--- src/rtl/therm_temp_to_vcode.sv ---
// Inverse thermistor conversion: binary-searches the voltage->temperature table for the
// smallest voltage code whose temperature is at or below the target; (W+1)*(LUT_LAT+1)+1 cycles.
module therm_temp_to_vcode #(
  parameter int W       = 8,
  parameter int LUT_LAT = 1
) (
  input  logic         clk,
  input  logic         reset,
  input  logic         start,
  input  logic [W-1:0] temp_target,
  output logic         busy,
  output logic         done,
  output logic [W-1:0] v_code,
  output logic         exact,
  output logic         out_of_range,
  output logic [W-1:0] lut_addr,
  input  logic [W-1:0] lut_temp
);

  localparam int WCW = 8;
  localparam int PCW = $clog2(W + 1);
  localparam logic [WCW-1:0] WAIT_INIT = WCW'((LUT_LAT > 1) ? (LUT_LAT - 2) : 0);
  localparam logic [W-1:0] CODE_MAX = '1;
  localparam logic [W-1:0] MID_INIT = CODE_MAX >> 1;

  typedef enum logic [2:0] {
    S_IDLE, S_ISSUE, S_WAIT, S_CMP, S_CHECK_ISSUE, S_CHECK, S_DONE
  } state_t;

  state_t         state;
  logic [W-1:0]   tgt, lo, hi;
  logic [PCW-1:0] probe_cnt;
  logic [WCW-1:0] wait_cnt;
  logic           chk_phase;

  logic           le;
  logic [W-1:0]   next_lo, next_hi;
  logic [W:0]     mid_sum;

  // lut_addr holds the current probe's mid while in CMP, so it doubles as mid here.
  always_comb begin
    le      = (lut_temp <= tgt);
    next_lo = le ? lo : (lut_addr + W'(1));
    next_hi = le ? lut_addr : hi;
    mid_sum = {1'b0, next_lo} + {1'b0, next_hi};
  end

  always_ff @(posedge clk or posedge reset) begin
    if (reset) begin
      state        <= S_IDLE;
      tgt          <= '0;
      lo           <= '0;
      hi           <= '0;
      probe_cnt    <= '0;
      wait_cnt     <= '0;
      chk_phase    <= 1'b0;
      busy         <= 1'b0;
      done         <= 1'b0;
      v_code       <= '0;
      exact        <= 1'b0;
      out_of_range <= 1'b0;
      lut_addr     <= '0;
    end else begin
      case (state)
        S_IDLE: begin
          if (start) begin
            tgt       <= temp_target;
            lo        <= '0;
            hi        <= CODE_MAX;
            lut_addr  <= MID_INIT;
            probe_cnt <= '0;
            busy      <= 1'b1;
            state     <= S_ISSUE;
          end
        end
        S_ISSUE, S_CHECK_ISSUE: begin
          chk_phase <= (state == S_CHECK_ISSUE);
          wait_cnt  <= WAIT_INIT;
          if (LUT_LAT > 1)
            state <= S_WAIT;
          else
            state <= (state == S_CHECK_ISSUE) ? S_CHECK : S_CMP;
        end
        S_WAIT: begin
          if (wait_cnt == '0)
            state <= chk_phase ? S_CHECK : S_CMP;
          else
            wait_cnt <= wait_cnt - WCW'(1);
        end
        S_CMP: begin
          lo        <= next_lo;
          hi        <= next_hi;
          probe_cnt <= probe_cnt + PCW'(1);
          if (probe_cnt == PCW'(W - 1)) begin
            lut_addr <= next_lo;
            state    <= S_CHECK_ISSUE;
          end else begin
            lut_addr <= mid_sum[W:1];
            state    <= S_ISSUE;
          end
        end
        S_CHECK: begin
          v_code       <= lo;
          exact        <= (lut_temp == tgt);
          out_of_range <= (lut_temp > tgt);
          done         <= 1'b1;
          busy         <= 1'b0;
          state        <= S_DONE;
        end
        S_DONE: begin
          done  <= 1'b0;
          state <= S_IDLE;
        end
        default: state <= S_IDLE;
      endcase
    end
  end

endmodule
--- config.mk ---
export PLATFORM = sky130hd
export DESIGN_NAME = therm_temp_to_vcode
export DESIGN_NICKNAME = d
export VERILOG_FILES = /design/src/rtl/therm_temp_to_vcode.sv
export SDC_FILE = /design/constraint.sdc
export NUM_CORES = 1
export LEC_CHECK = 0
export CORE_UTILIZATION = 52
export CTS_CLUSTER_DIAMETER = 60
export DETAILED_ROUTE_END_ITERATION = 10
export PLACE_DENSITY = 0.8
export RECOVER_POWER = 25
export SYNTH_ARGS = -nofsm -noshare
export SYNTH_HDL_FRONTEND = slang
export SYNTH_SLANG_ARGS = --single-unit
--- constraint.sdc ---
create_clock -name clk -period 3.2 [get_ports clk]
set_input_delay 0.64 -clock clk [delete_from_list [all_inputs] [get_ports clk]]
set_output_delay 0.64 -clock clk [all_outputs]
set_load 0.01 [all_outputs]
==> flow_metrics.py <==
metrics = {
    "critical_path": {
        "worstPathArrival_ps": 3420,
        "path_buf_inv": 4,
        "rr_endpoint": "lut_addr[4]",
        "worstPathMaxFanout": 5,
        "rrSetupSlack_ps": 30,
        "rr_startpoint": "tgt[1]",
        "reg2reg_depth": 17,
        "startpoint_type": "input pin",
        "slowest_stage": "a221oi_1",
        "slowest_delay_ps": 320,
        "criticalPathCategory": "in -> reg",
        "crit_family": "compound AO/OA/AOI/OAI gates",
        "crit_top_cell": "buf_6",
        "path_cells": "clkdlybuf4s15_1 > ha_4 > nand4_4 > buf_6 > a211oi_4 > nor2_4 > buf_6 > buf_6 > nand2_2 > nand2_2 > ha_4 > a21o_1 > nand3b_1 > o22ai_2 > xnor2_1 > a221oi_1",
        "endpoint_kind": "flop",
        "critPathRequiredTime_ps": 3430,
    },
    "cts": {
        "cts_tree": "done",
        "cts_num_sinks": 60,
        "cts_root_buf": "clkbuf_8",
        "h-tree-depth": 3,
        "cts.clk_slew.worst_paths_ps": 70,
        "clk_path_buf_depth": 2,
        "clkLatencyLatePin_ps": 350,
        "cts_made_buffers": 9,
    },
    "sta": {
        "max_freq_ghz": 0.314,
        "tns_ps": 0,
        "layout_setup_ws_ps": 14.3,
        "slew_headroom": 0.181,
        "holdWs_ps": 475,
        "setup-violations-final": 0,
        "finalClockSkew_ps": 9.52,
        "slew_violations": 0,
        "fin_crit_ps": 3190,
        "final-hold-violation-count": 0,
        "fin_crit_sh": 0.996,
        "worst_pin_slew_ps": 1230,
    },
    "logic_synthesis": {
        "ys.flop_type": "dfrtp_1",
        "netlist_instances": 411,
        "post-synth-top-area-fraction": 0.403,
        "synth_edf_count": 0,
        "yosys_register_bits": 60,
        "synth_most_common_cell": "dfrtp_1",
        "synthTopCellsByCount": "dfrtp_1, nand2_1, nor2_1",
        "synth_largest_area_cell": "dfrtp_1",
        "netlist_area_mm2": 0.00372,
        "ys_async_sr_fraction": 1.00,
        "yosys-top-cells-area": "dfrtp_1, ha_1, nand2_1",
        "synth.avg_cell_area_um2": 9.06,
        "syn_nets": 448,
        "netlist-cell-type-count": 62,
        "ys_warn_count": 0,
        "ys_seq_area_frac": 0.403,
    },
    "route": {
        "via_count": 3495,
        "post_drt_wl_per_cell_um": 17.9,
        "postRouteWirelength_um": 10500,
        "drt_iter0_markers": 223,
        "ant_nets": 0,
        "routed_via_density": 5.92,
        "post-route-drc-count": 0,
        "firstDrtPassIters": 5,
    },
    "die": {
        "dieArea_mm2": 0.00751,
        "die_y_um": 86.6,
        "start_util": 0.542,
        "core_area_mm2": 0.00687,
        "row_count": 30,
        "die_w_um": 86.6,
        "num_io_pins": 39,
    },
    "global_route": {
        "grt.total_usage": 0.284,
        "antenna_found_initial": 0,
        "grt_pass1_wl_um": 16400,
        "grt_pass1_vias": 3452,
        "grt-ovfl-total": 0,
        "grt_max_degree": 24,
    },
    "worst_hold_path": {
        "hp-start": "out_of_range",
        "hp-class": "reg -> reg",
        "hold_end": "out_of_range",
        "hold_path_depth": 2,
    },
    "power": {
        "peakVddDrop_mv": 0.673,
        "p_leak_nw": 2.14,
        "power_density_mw_per_mm2": 1360,
        "total_power_mw": 6.73,
    },
    "layout": {
        "fill_cells": 467,
        "final_cells": 590,
        "diodes": 0,
        "final_area_mm2": 0.00496,
        "fin_nets": 527,
        "multi_input_area_mm2": 0.00235,
        "drive_gt1_frac": 0.261,
        "area_growth_pct": 33.3,
        "regArea_mm2": 0.00150,
        "postLayoutCoreUtil": 0.723,
    },
    "placed_design": {
        "placed_area_mm2": 0.00440,
        "gp_congestion": 0.950,
        "dpl_worst_slack_ps": -542,
        "hpwl_um": 6500,
        "dpl.cell_count": 557,
        "io_buffers": 38,
    },
    "run_status": {
        "status": "finished clean",
    },
    "job": {
        "cap_viol_max_count": 0,
    },
}
metal layers:
| layer | GRT usage | wire length (µm) |
|---|---|---|
| met1 | 0.361 | 4490 |
| met2 | 0.461 | 5080 |
| met3 | 0.0562 | 618 |
| met4 | 0.142 | 353 |
| met5 | 0 | 0 |
kinds of logic after synthesis:
group / synth area share
DFF: 0.403
adders and majority gates: 0.0658
buffers and inverters: 0.0430
and+or+nand+nor: 0.195
AOI/OAI and AO/OA: 0.196
xor gates and xnor gates: 0.0561
muxes: 0.0406
flip-flops by register name (all words and copies together) (netlist names):
name          count
done              1
tgt               8
hi                8
busy              1
exact             1
lut_addr          8
chk_phase         1
state             3
probe_cnt         4
wait_cnt          8
v_code            8
lo                8
out_of_range      1
worst max path at each step:
stage / to / cells past startpoint / startpoint / slack [ps]
floorplan: lut_addr[5] / 13 / lut_temp[1] / -80
global placement: lut_addr[4] / 15 / lut_temp[1] / -470
detailed placement: lut_addr[6] / 15 / lut_temp[1] / -540
CTS: lut_addr[3] / 13 / lut_temp[6] / 3
global route: lut_addr[4] / 17 / tgt[1] / -130
finish: lut_addr[4] / 16 / lut_temp[4] / 10
area by class of cell:
class | count | share of cell area
sequential | 60 | 0.302
inverter | 19 | 0.0144
clock buffer | 14 | 0.0368
clock inverter | 1 | 0.00101
timing repair buffer | 87 | 0.149
tap | 96 | 0.0242
multi-input combinational | 313 | 0.473
where the power goes:
group	internal [mW]	switching, mW
Clock	0.361	0.291
Combinational	2.26	2.42
Sequential	1.06	0.332
placed cells by master, fill, tap and decap left out, types with 6 or more instances in the layout:
cell | netlist | final
ha_1 | 18 | 6
clkdlybuf4s50_1 | 0 | 29
nor3_1 | 7 | 6
and2_1 | 6 | 7
dfrtp_1 | 60 | 60
nor2_1 | 36 | 34
nor2b_1 | 8 | 6
mux2_2 | 9 | 9
nand2_1 | 55 | 50
a21oi_1 | 25 | 20
o21ai_0 | 30 | 28
buf_4 | 0 | 43
inv_1 | 19 | 18
xnor2_1 | 12 | 12
ha_4 | 0 | 11
o22a_1 | 9 | 9
xor2_1 | 10 | 10
clkbuf_8 | 0 | 13
worst reg2reg max path, delay by kind of cell (launching register included):
kind | cells | cell delay [ps]
AOI/OAI and AO/OA | 5 | 1080
xor gates and xnor gates | 1 | 120
adders and majority gates | 2 | 500
buffers and inverters | 4 | 470
DFF | 1 | 340
and+or+nand+nor | 5 | 530
what timing repair did:
item                                    4_1_cts  5_1_grt
hold buffers                                  0        0
gates resized for setup                      26       44
endpoints found under the setup margin        5        5
pin swaps                                    25       34
buffers inserted                             11        8
cloned                                        0        1
Power figures use the tool's default switching activity.
